## config.mk

```make
export PLATFORM = sky130hd
export DESIGN_NAME = div_seq
export DESIGN_NICKNAME = d
export VERILOG_FILES = /design/src/rtl/div_seq.sv
export SDC_FILE = /design/constraint.sdc
export NUM_CORES = 1
export LEC_CHECK = 0
export BUFFER_PORTS_ARGS = -buffer_cell sky130_fd_sc_hd__buf_2
export CAP_MARGIN = 10
export CORE_MARGIN = 3
export CORE_UTILIZATION = 40
export CTS_CLUSTER_DIAMETER = 80
export DETAILED_ROUTE_END_ITERATION = 10
export PLACE_DENSITY = 0.78
export SLEW_MARGIN = 10
export SYNTH_ARGS = -nofsm -noshare
export SYNTH_HDL_FRONTEND = slang
export SYNTH_SLANG_ARGS = --single-unit
```

## constraint.sdc

```tcl
create_clock -name clk -period 3.9 [get_ports clk]
set_input_delay 0.39 -clock clk [delete_from_list [all_inputs] [get_ports clk]]
set_output_delay 0.39 -clock clk [all_outputs]
set_load 0.05 [all_outputs]
```

## src/rtl/div_seq.sv

```systemverilog
// div_seq: sequencer between the EX-stage ALU and the iterative divider.
// Captures DIV/DIVU operands, runs the divider under a watchdog, stalls the
// pipeline while it runs and presents {HI,LO} for exactly one instruction.
// Optional feature macro: DIV_ZERO_FAST_EN (zero divisor bypasses the divider).
module div_seq #(
  parameter int TIMEOUT = 64
) (
  input  logic        clk,
  input  logic        rst,
  input  logic        start_i,
  input  logic        signed_i,
  input  logic [31:0] a_i,
  input  logic [31:0] b_i,
  input  logic        flush_i,
  input  logic        stall_i,
  input  logic        div_ready_i,
  input  logic [63:0] div_result_i,
  output logic        div_start_o,
  output logic        div_signed_o,
  output logic [31:0] div_a_o,
  output logic [31:0] div_b_o,
  output logic        div_annul_o,
  output logic        stall_o,
  output logic        hilo_valid_o,
  output logic [63:0] hilo_o,
  output logic        err_o
);

  typedef enum logic [1:0] {
    IDLE = 2'd0,
    RUN  = 2'd1,
    DONE = 2'd2
  } state_e;

  // Last RUN cycle value of cnt before the watchdog fires.
  localparam logic [7:0] CNT_LAST = 8'(TIMEOUT - 1);

  state_e      state_q, state_d;
  logic [31:0] a_q, a_d;
  logic [31:0] b_q, b_d;
  logic        signed_q, signed_d;
  logic [7:0]  cnt_q, cnt_d;
  logic [63:0] res_q, res_d;
  logic        err_q, err_d;

  logic        accept_s;
  logic        fast_s;
  logic        timeout_s;

  assign accept_s  = start_i & ~flush_i;
  assign timeout_s = (cnt_q == CNT_LAST);

`ifdef DIV_ZERO_FAST_EN
  assign fast_s = (b_i == 32'h0000_0000);
`else
  assign fast_s = 1'b0;
`endif

  // State register: asynchronous reset to IDLE.
  always_ff @(posedge clk or posedge rst) begin
    if (rst) begin
      state_q <= IDLE;
    end else begin
      state_q <= state_d;
    end
  end

  // Next-state logic; flush beats divider ready, which beats the watchdog.
  always_comb begin
    state_d = state_q;
    case (state_q)
      IDLE: begin
        if (accept_s) begin
          state_d = fast_s ? DONE : RUN;
        end else begin
          state_d = IDLE;
        end
      end
      RUN: begin
        if (flush_i) begin
          state_d = IDLE;
        end else if (div_ready_i) begin
          state_d = DONE;
        end else if (timeout_s) begin
          state_d = DONE;
        end else begin
          state_d = RUN;
        end
      end
      DONE: begin
        // start_i is deliberately ignored here so the divide is not re-issued.
        if (flush_i) begin
          state_d = IDLE;
        end else if (!stall_i) begin
          state_d = IDLE;
        end else begin
          state_d = DONE;
        end
      end
      default: state_d = IDLE;
    endcase
  end

  // Datapath next values: operand capture, cycle count, result and error.
  always_comb begin
    a_d      = a_q;
    b_d      = b_q;
    signed_d = signed_q;
    cnt_d    = cnt_q;
    res_d    = res_q;
    err_d    = err_q;
    case (state_q)
      IDLE: begin
        if (accept_s) begin
          a_d      = a_i;
          b_d      = b_i;
          signed_d = signed_i;
          cnt_d    = 8'd0;
          if (fast_s) begin
            res_d = {a_i, 32'hFFFF_FFFF};
            err_d = 1'b0;
          end else begin
            res_d = res_q;
            err_d = err_q;
          end
        end else begin
          cnt_d = cnt_q;
        end
      end
      RUN: begin
        cnt_d = cnt_q + 8'd1;
        if (flush_i) begin
          res_d = res_q;
        end else if (div_ready_i) begin
          res_d = div_result_i;
          err_d = 1'b0;
        end else if (timeout_s) begin
          res_d = 64'h0;
          err_d = 1'b1;
        end else begin
          res_d = res_q;
        end
      end
      DONE: begin
        res_d = res_q;
      end
      default: begin
        cnt_d = 8'd0;
      end
    endcase
  end

  // Datapath registers: asynchronous reset clears everything.
  always_ff @(posedge clk or posedge rst) begin
    if (rst) begin
      a_q      <= 32'h0;
      b_q      <= 32'h0;
      signed_q <= 1'b0;
      cnt_q    <= 8'd0;
      res_q    <= 64'h0;
      err_q    <= 1'b0;
    end else begin
      a_q      <= a_d;
      b_q      <= b_d;
      signed_q <= signed_d;
      cnt_q    <= cnt_d;
      res_q    <= res_d;
      err_q    <= err_d;
    end
  end

  // Output decode; annul, stall and the flush masks react to the current cycle.
  always_comb begin
    div_signed_o = signed_q;
    div_a_o      = a_q;
    div_b_o      = b_q;
    hilo_o       = res_q;
    err_o        = err_q;
    div_start_o  = 1'b0;
    div_annul_o  = 1'b0;
    stall_o      = 1'b0;
    hilo_valid_o = 1'b0;
    case (state_q)
      IDLE: begin
        stall_o = accept_s & ~fast_s;
      end
      RUN: begin
        div_start_o = ~flush_i;
        div_annul_o = flush_i | (~div_ready_i & timeout_s);
        stall_o     = ~flush_i;
      end
      DONE: begin
        hilo_valid_o = ~flush_i;
      end
      default: begin
        stall_o = 1'b0;
      end
    endcase
  end

endmodule

```

# [Word level (Yosys, flattened, before mapping)]
# Cells that the tools add are included.
[totals] ff_bits=140 output_inout_bits=134
[op_classes] reduce_logical=5 n_addsub=1 n_eq_ne=4 muxes=17 bitwise_logic=6
[ops] cell="$mux 64" n=2
[ops] cell="$pmux 8 s3" n=1
[ops] cell="$mux 2" n=5
[ops] cell="$add 8x1->8 const B" n=1
[ops] cell="$eq 8x6->1 const B" n=1
[ops] cell="$mux 8" n=1
[ops] cell="$mux 1" n=6
[ops] cell="$pmux 2 s3" n=1
[ops] cell="$reduce_and 2->1" n=2
[ops] cell="$not 1->1" n=3
[ops] cell="$reduce_and 3->1" n=1
[ops] cell="$and 1x1->1" n=2
[ops] cell="$eq 2x1->1 const B" n=1
[ops] cell="$eq 2x2->1 const B" n=1
[ops] cell="$logic_not 2->1" n=1
[ops] cell="$ne 2x2->1 const B" n=1
[ops] cell="$pmux 1 s2" n=1
[ops] cell="$reduce_bool 2->1" n=1
[ops] cell="$or 1x1->1" n=1

# [Depth between registers and ports, before layout]
# Gate-level depths: netlist of run 1.
[logic_depth] ltp_word=5 mapped_depth=6 depth_no_buf=4

# [Worst setup path before layout of run 1]
# OpenSTA, ideal clock, no wires.
[synth_path] kind="register to output" from="register cnt_q[0]" to="output div_annul_o" setup_slack_ns=0.865 n_path_buf=1 arrival_ns=2.645 path_stages_with_launch=6 cell_sequence="dfrtp_1 -> ha_1 -> and4_1 -> clkbuf_1 -> nand2_1 -> o41ai_1"
[synth_via] elab_chain_cells=4
[synth_lines] item="start: declaration" line_no="42" text="logic [7:0] cnt_q, cnt_d;"
[synth_lines] item="start signal: assignment" line_no="166" text="cnt_q <= cnt_d;"
[synth_lines] item="$eq 8x6->1" line_no="51" text="assign timeout_s = (cnt_q == CNT_LAST);"
[synth_lines] item="$and 1x1->1" line_no="189" text="div_annul_o = flush_i | (~div_ready_i & timeout_s);"
[synth_lines] item="$or 1x1->1" line_no="189"
[synth_lines] item="$mux 1" line_no="183" text="case (state_q)"
[synth_lines] item="end: declaration" line_no="22" text="output logic div_annul_o,"
# No other way between the ends.

# [Worst setup path in the final report of run 1]
[layout_path] from="register state_q[0]" to="output div_start_o"
[layout_via] elab_chain_cells=2
[layout_lines] item="start: declaration" line_no="38" text="state_e state_q, state_d;"
[layout_lines] item="start signal: assignment" line_no="64" text="state_q <= state_d;"
[layout_lines] item="$eq 2x1->1" line_no="183"
[layout_lines] item="$mux 1" line_no="183"
[layout_lines] item="end: declaration" line_no="18" text="output logic div_start_o,"
# No other way between the ends.

==> flow_metrics.env, run 1 <==
export IMPL_tightest_slew_ns=1.086
export IMPL_yosysUniqueCellTypes=38
export IMPL_worstPathCellList="or3b_2 -> buf_4 -> inv_1 -> buf_2"
export IMPL_grt_usage_pct=17.83
export IMPL_syn_nets=619
export IMPL_crit_required_ns=3.51
export IMPL_start_util_pct=41.23
export IMPL_design_area_sq_um=8030
export IMPL_clockBufferDepth=2
export IMPL_hold_viol=0
export IMPL_portBuffers=268
export IMPL_timing_fmax_mhz=383.7
export IMPL_worst_setup_path_start_kind="register"
export IMPL_dpl_hpwl_um=10480
export IMPL_syn_instance_count=483
export IMPL_fin_hold_ws_ns=0.1421
export IMPL_syn_avg_cell_area_sq_um=12.50
export IMPL_avgViaCountPerCell=4.955
export IMPL_die_area_sq_um=16610
export IMPL_cts_resized=0
export IMPL_ys_seq_elements=140
export IMPL_num_antenna_cells=0
export IMPL_rows=44
export IMPL_crit_fanout=66
export IMPL_ant_nets=0
export IMPL_powerDensity_nw_per_um2=582.7
export IMPL_grt_overflow=0
export IMPL_netlist_area_sq_um=6038
export IMPL_status="complete, no violations"
export IMPL_nets=882
export IMPL_leakage_nw=4.224
export IMPL_drtIter0Drc=210
export IMPL_wl_per_cell_um=15.90
export IMPL_met3_length_um=908
export IMPL_cp_arrival_ns=2.22
export IMPL_grt_pass1_vias=4599
export IMPL_gp_congestion=0.7851
export IMPL_critical_path_class="reg -> out"
export IMPL_top_layer="met4"
export IMPL_cts_sinks=140
export IMPL_cts_hold_buf=0
export IMPL_root_buffer="clkbuf_16"
export IMPL_fin_crit_ns=2.606
export IMPL_htree_num_levels=4
export IMPL_critPathMaxStageDelay_ns=0.57
export IMPL_power_w=0.004679
export IMPL_clk_latency_ns=0.41
export IMPL_dpl_instance_area_sq_um=7442
export IMPL_setup_viol=0
export IMPL_dr_pass1_iters=5
export IMPL_area_growth_pct=32.99
export IMPL_cts_setup_buffers=0
export IMPL_route_met2_wl_um=7461
export IMPL_antenna_found_initial=0
export IMPL_yosysWarnings=0
export IMPL_fillCellCount=1259
export IMPL_vdd_ir_drop_max_mv=0.3492
export IMPL_drt_total_wl_um=15000
export IMPL_drc=0
export IMPL_drive_gt1_share_pct=49.67
export IMPL_min_period_over_period_pct=66.83
export IMPL_worstHoldPathType="in -> async"
export IMPL_async_flop_share_pct=100.0
export IMPL_finClkSkew_ns=0.01008
export IMPL_tns_ns=0
export IMPL_num_io_pins=269
export IMPL_dieWidth_um=128.9
export IMPL_grt_max_degree=69
export IMPL_cts_reportedPaths_clkPinSlew_ns=0.06
export IMPL_vias=4673
export IMPL_drt_met1_wl_um=6303
export IMPL_cp_end_kind="output port"
export IMPL_cts_buffers=17
export IMPL_grt_pass1_wl_um=23320
export IMPL_max_cap_violations=0
export IMPL_slew_headroom_pct=27.58
export IMPL_regArea_sq_um=3503
export IMPL_final_cells=943
export IMPL_core_area_sq_um=14640
export IMPL_drv_slew=0
export IMPL_die_h_um=128.9
export IMPL_multi_input_area_sq_um=2043
export IMPL_slowest_stage="dfrtp_1"
export IMPL_cts_tree="yes"
export IMPL_synth_seq_area_share_pct=58.02
export IMPL_rsz0062_at_grt="false"
export IMPL_place_inst=911
export IMPL_yosys_most_used_dff="dfrtp_1"
export IMPL_synth_edf_count=0
[registers in the layout, summed over array words and instances, names as in the netlist]
name	flops
div_a_o	32
cnt_q	8
div_b_o	32
err_o	1
div_signed_o	1
state_q	2
hilo_o	64
[area by class of cell]
class	instances	share of cell area (%)
Clock buffer	18	5.344
Sequential cell	140	43.63
Timing Repair Buffer	275	17.51
Inverter	68	3.225
Tap cell	184	2.867
Multi-Input combinational cell	244	25.44
Clock inverter	14	1.979
[routing by layer]
layer  vias up  track usage [%]
met2       173            28.84
met3        24            5.604
met5         -                0
li1       2217                -
met1      2259            22.58
met4         0            6.485
[Yosys cell counts, types with 2 or more instances]
cell | number | share of area, %
a21o_1 | 2 | 0.25
nor3b_1 | 2 | 0.25
a21oi_1 | 3 | 0.25
o21ai_1 | 13 | 1.1
a31oi_1 | 2 | 0.21
clkbuf_1 | 11 | 0.68
nand3_1 | 8 | 0.66
buf_12 | 5 | 1.7
mux2_4 | 39 | 9.7
buf_4 | 4 | 0.50
inv_1 | 68 | 4.2
nand2_1 | 6 | 0.37
mux2_2 | 26 | 4.8
buf_2 | 7 | 0.58
a22o_1 | 3 | 0.44
buf_6 | 4 | 0.75
o21ai_0 | 53 | 4.4
or4_1 | 2 | 0.25
o21a_1 | 2 | 0.25
a22oi_1 | 64 | 8.0
o211ai_1 | 2 | 0.25
dfrtp_1 | 140 | 58
or3b_1 | 2 | 0.29
[kinds of logic (layout without fill, tap and decap cells)]
kind of cell | Yosys count | in the layout | synth area share (%)
and+or+nand+nor | 29 | 29 | 3.025
xor gates and xnor gates | 1 | 1 | 0.1451
DFF | 140 | 140 | 58.02
muxes | 66 | 66 | 14.71
buffers and inverters | 99 | 375 | 8.392
adders and majority gates | 1 | 1 | 0.2072
AOI/OAI and AO/OA | 147 | 147 | 15.50
[per-stage QoR]
stage	setup slack [ns]	utilization [%]
finish	1.294	54.84
global route	1.130	54.84
CTS	1.223	54.84
detailed placement	1.312	50.82
global placement	1.379	50.82
floorplan	0.8651	-
[layout by cell type (no fill, tap or decap), types with 3 or more instances in the layout]
cell,synthesis,layout
mux2_4,39,39
clkbuf_16,0,17
buf_4,4,6
clkinvlp_4,0,3
mux2_2,26,26
a22oi_1,64,64
clkinv_4,0,4
o21ai_0,53,53
nand2_1,6,6
buf_2,7,268
nand3_1,8,8
a21oi_1,3,3
dfrtp_1,140,140
o21ai_1,13,13
a22o_1,3,3
inv_1,68,67
inv_6,0,5
[worst max-delay path, delay by kind of cell, from the launching register on]
family | cells | cell delay [ns]
DFF | 1 | 0.57
buffers and inverters | 3 | 0.75
and+or+nand+nor | 1 | 0.48
[where the power goes]
| part | internal [W] | leakage, nW | switching (W) |
|---|---|---|---|
| Clock | 0.000954 | 0.282 | 0.000645 |
| Combinational | 0.000397 | 2.44 | 0.000921 |
| Sequential | 0.00164 | 1.51 | 0.000120 |
| Total | 0.00299 | 4.22 | 0.00169 |
[final timing paths]
path,from,endpoint,slack [ns],cells past startpoint
setup / recovery,state_q[0]$_DFF_PP0_,div_start_o,1.29,4
hold / removal,rst,div_b_o[30]$_DFFE_PP0P_,0.14,2
setup reg to reg,state_q[1]$_DFF_PP0_,div_b_o[12]$_DFFE_PP0P_,1.38,4
hold reg to reg,div_a_o[16]$_DFFE_PP0P_,div_a_o[16]$_DFFE_PP0P_,0.50,1
max in group asynchronous,rst,hilo_o[44]$_DFFE_PP0P_,2.84,3
min in group clk,stall_i,state_q[1]$_DFF_PP0_,0.19,3
No activity file was read; power rests on OpenSTA's default activity.
==> inputs of run 2 (changes only) <==
- PLACE_DENSITY: 0.78 -> 0.76
- clock period: 3.9 -> 2.5 ns (I/O delays scaled with it)
==> run 2 against run 1 <==
Power grew 58%; critical endpoint is now div_annul_o; highest routed layer unchanged; hold slack lost 0.086 ns; sequential power grew 56%; utilization grew 0.59 points; cell count grew 0.21%; global-route usage shrank 0.066 points; sequential cell count is the same.
==> flow_metrics.env, run 2 (synthesis results as in run 1) <==
export IMPL_vias=4675
export IMPL_dieWidth_um=128.9
export IMPL_rsz0062_at_grt="false"
export IMPL_clockBufferDepth=2
export IMPL_grt_overflow=0
export IMPL_worstSetupStartpoint="cnt_q[0]$_DFFE_PP0P_"
export IMPL_tightest_slew_ns=0.7195
export IMPL_portBuffers=268
export IMPL_crit_required_ns=2.25
export IMPL_fin_crit_ns=2.297
export IMPL_clk_latency_ns=0.41
export IMPL_worstHoldPathType="in -> reg"
export IMPL_drive_gt1_share_pct=49.93
export IMPL_gp_congestion=0.7829
export IMPL_dpl_hpwl_um=10740
export IMPL_timing_fmax_mhz=435.4
export IMPL_cts_tree="yes"
export IMPL_cts_sinks=140
export IMPL_drv_slew=0
export IMPL_slew_headroom_pct=52.03
export IMPL_layout_setup_ws_ns=0.2032
export IMPL_max_cap_violations=0
export IMPL_num_antenna_cells=0
export IMPL_cp_end_kind="output port"
export IMPL_cts_reportedPaths_clkPinSlew_ns=0.06
export IMPL_drtIter0Drc=178
export IMPL_hold_viol=0
export IMPL_cts_buffers=17
export IMPL_htree_num_levels=4
export IMPL_die_h_um=128.9
export IMPL_largest_reg_flops=64
export IMPL_grt_usage_pct=17.76
export IMPL_mostFrequentLayoutCell="buf_2"
export IMPL_avgViaCountPerCell=4.947
export IMPL_final_cell_mix="buf_2, dfrtp_1, inv_1, a22oi_1, o21ai_0"
export IMPL_crit_fanout=6
export IMPL_nets=884
export IMPL_die_area_sq_um=16610
export IMPL_dr_pass1_iters=4
export IMPL_num_io_pins=269
export IMPL_leakage_nw=4.254
export IMPL_cts_setup_buffers=0
export IMPL_area_growth_pct=34.42
export IMPL_cts_hold_buf=1
export IMPL_start_util_pct=41.23
export IMPL_rows=44
export IMPL_r2r_start="state_q[1]$_DFF_PP0_"
export IMPL_root_buffer="clkbuf_16"
export IMPL_core_area_sq_um=14640
export IMPL_preCtsSetupSlack_ns=0.4195
export IMPL_wl_per_cell_um=16.02
export IMPL_grt_max_degree=84
export IMPL_vdd_ir_drop_max_mv=0.4422
export IMPL_worst_setup_path_start_kind="register"
export IMPL_antenna_found_initial=0
export IMPL_tns_ns=0
export IMPL_critical_path_class="reg -> out"
export IMPL_hp_start="stall_i"
export IMPL_powerDensity_nw_per_um2=912.3
export IMPL_cp_arrival_ns=2.05
export IMPL_drc=0
export IMPL_ant_nets=0
export IMPL_min_period_over_period_pct=91.87
export IMPL_cts_resized=0
export IMPL_status="complete, no violations"
export IMPL_finClkSkew_ns=0.009122
export IMPL_grt_pass1_vias=4635
export IMPL_setup_viol=0
export IMPL_grt_pass1_wl_um=23450
export IMPL_drt_total_wl_um=15140
==> run 2: per-stage QoR <==
stage / hold WS [ns] / instance area, sq um / instances / util (%) / total power (W)
floorplan: 0.3668 / 6050 / 483 / - / 0.004329
finish: 0.05613 / 8117 / 945 / 55.43 / 0.007405
CTS: 0.03353 / 8117 / 945 / 55.43 / 0.007500
detailed placement: 0.4218 / 7495 / 912 / 51.18 / 0.004860
global route: 0.04308 / 8117 / 945 / 55.43 / 0.007734
global placement: 0.4222 / 7495 / 912 / 51.18 / 0.004817
==> run 2: power by group <==
part	internal, W	leakage, nW	total, W	switching [W]
Sequential	0.00256	1.51	0.00275	0.000183
Clock	0.00158	0.287	0.00260	0.00101
Combinational	0.000627	2.46	0.00206	0.00144
==> run 2: cell type report <==
class / count / area (sq um)
clock buffer: 17 / 425.4
clock inverter: 15 / 186.4
fill: 1276 / 6528
inverter: 68 / 259.0
multi-input combinational: 244 / 2051
sequential: 140 / 3503
tap: 184 / 230.2
timing repair buffer: 277 / 1461
==> run 2: worst max-delay path, cell delays in order (launching register included) <==
cell and delay (ns):
dfrtp_1 0.39, ha_1 0.23, and4_1 0.31, nand2_1 0.09, o41ai_2 0.29, buf_2 0.33
==> run 2: path summary, 6_finish.rpt <==
check	endpoint	cells after the start	slack [ns]
worst max-delay path	div_annul_o	5	0.20
worst min-delay path	state_q[1]$_DFF_PP0_	3	0.06
worst max register to register	div_a_o[25]$_DFFE_PP0P_	4	0.40
worst min register to register	div_a_o[7]$_DFFE_PP0P_	1	0.50
max in group asynchronous	div_b_o[16]$_DFFE_PP0P_	4	1.36
min in group asynchronous	hilo_o[61]$_DFFE_PP0P_	4	0.51
==> run 2: routing by layer <==
metal / vias up / wire length [um] / GRT usage [%] / share of wire, %
met2: 164 / 7587 / 29.97 / 50
li1: 2226 / - / - / -
met3: 12 / 1191 / 6.310 / 7.9
met1: 2273 / 6177 / 21.37 / 41
met4: 0 / 182 / 5.435 / 1.2
met5: - / 0 / 0 / 0
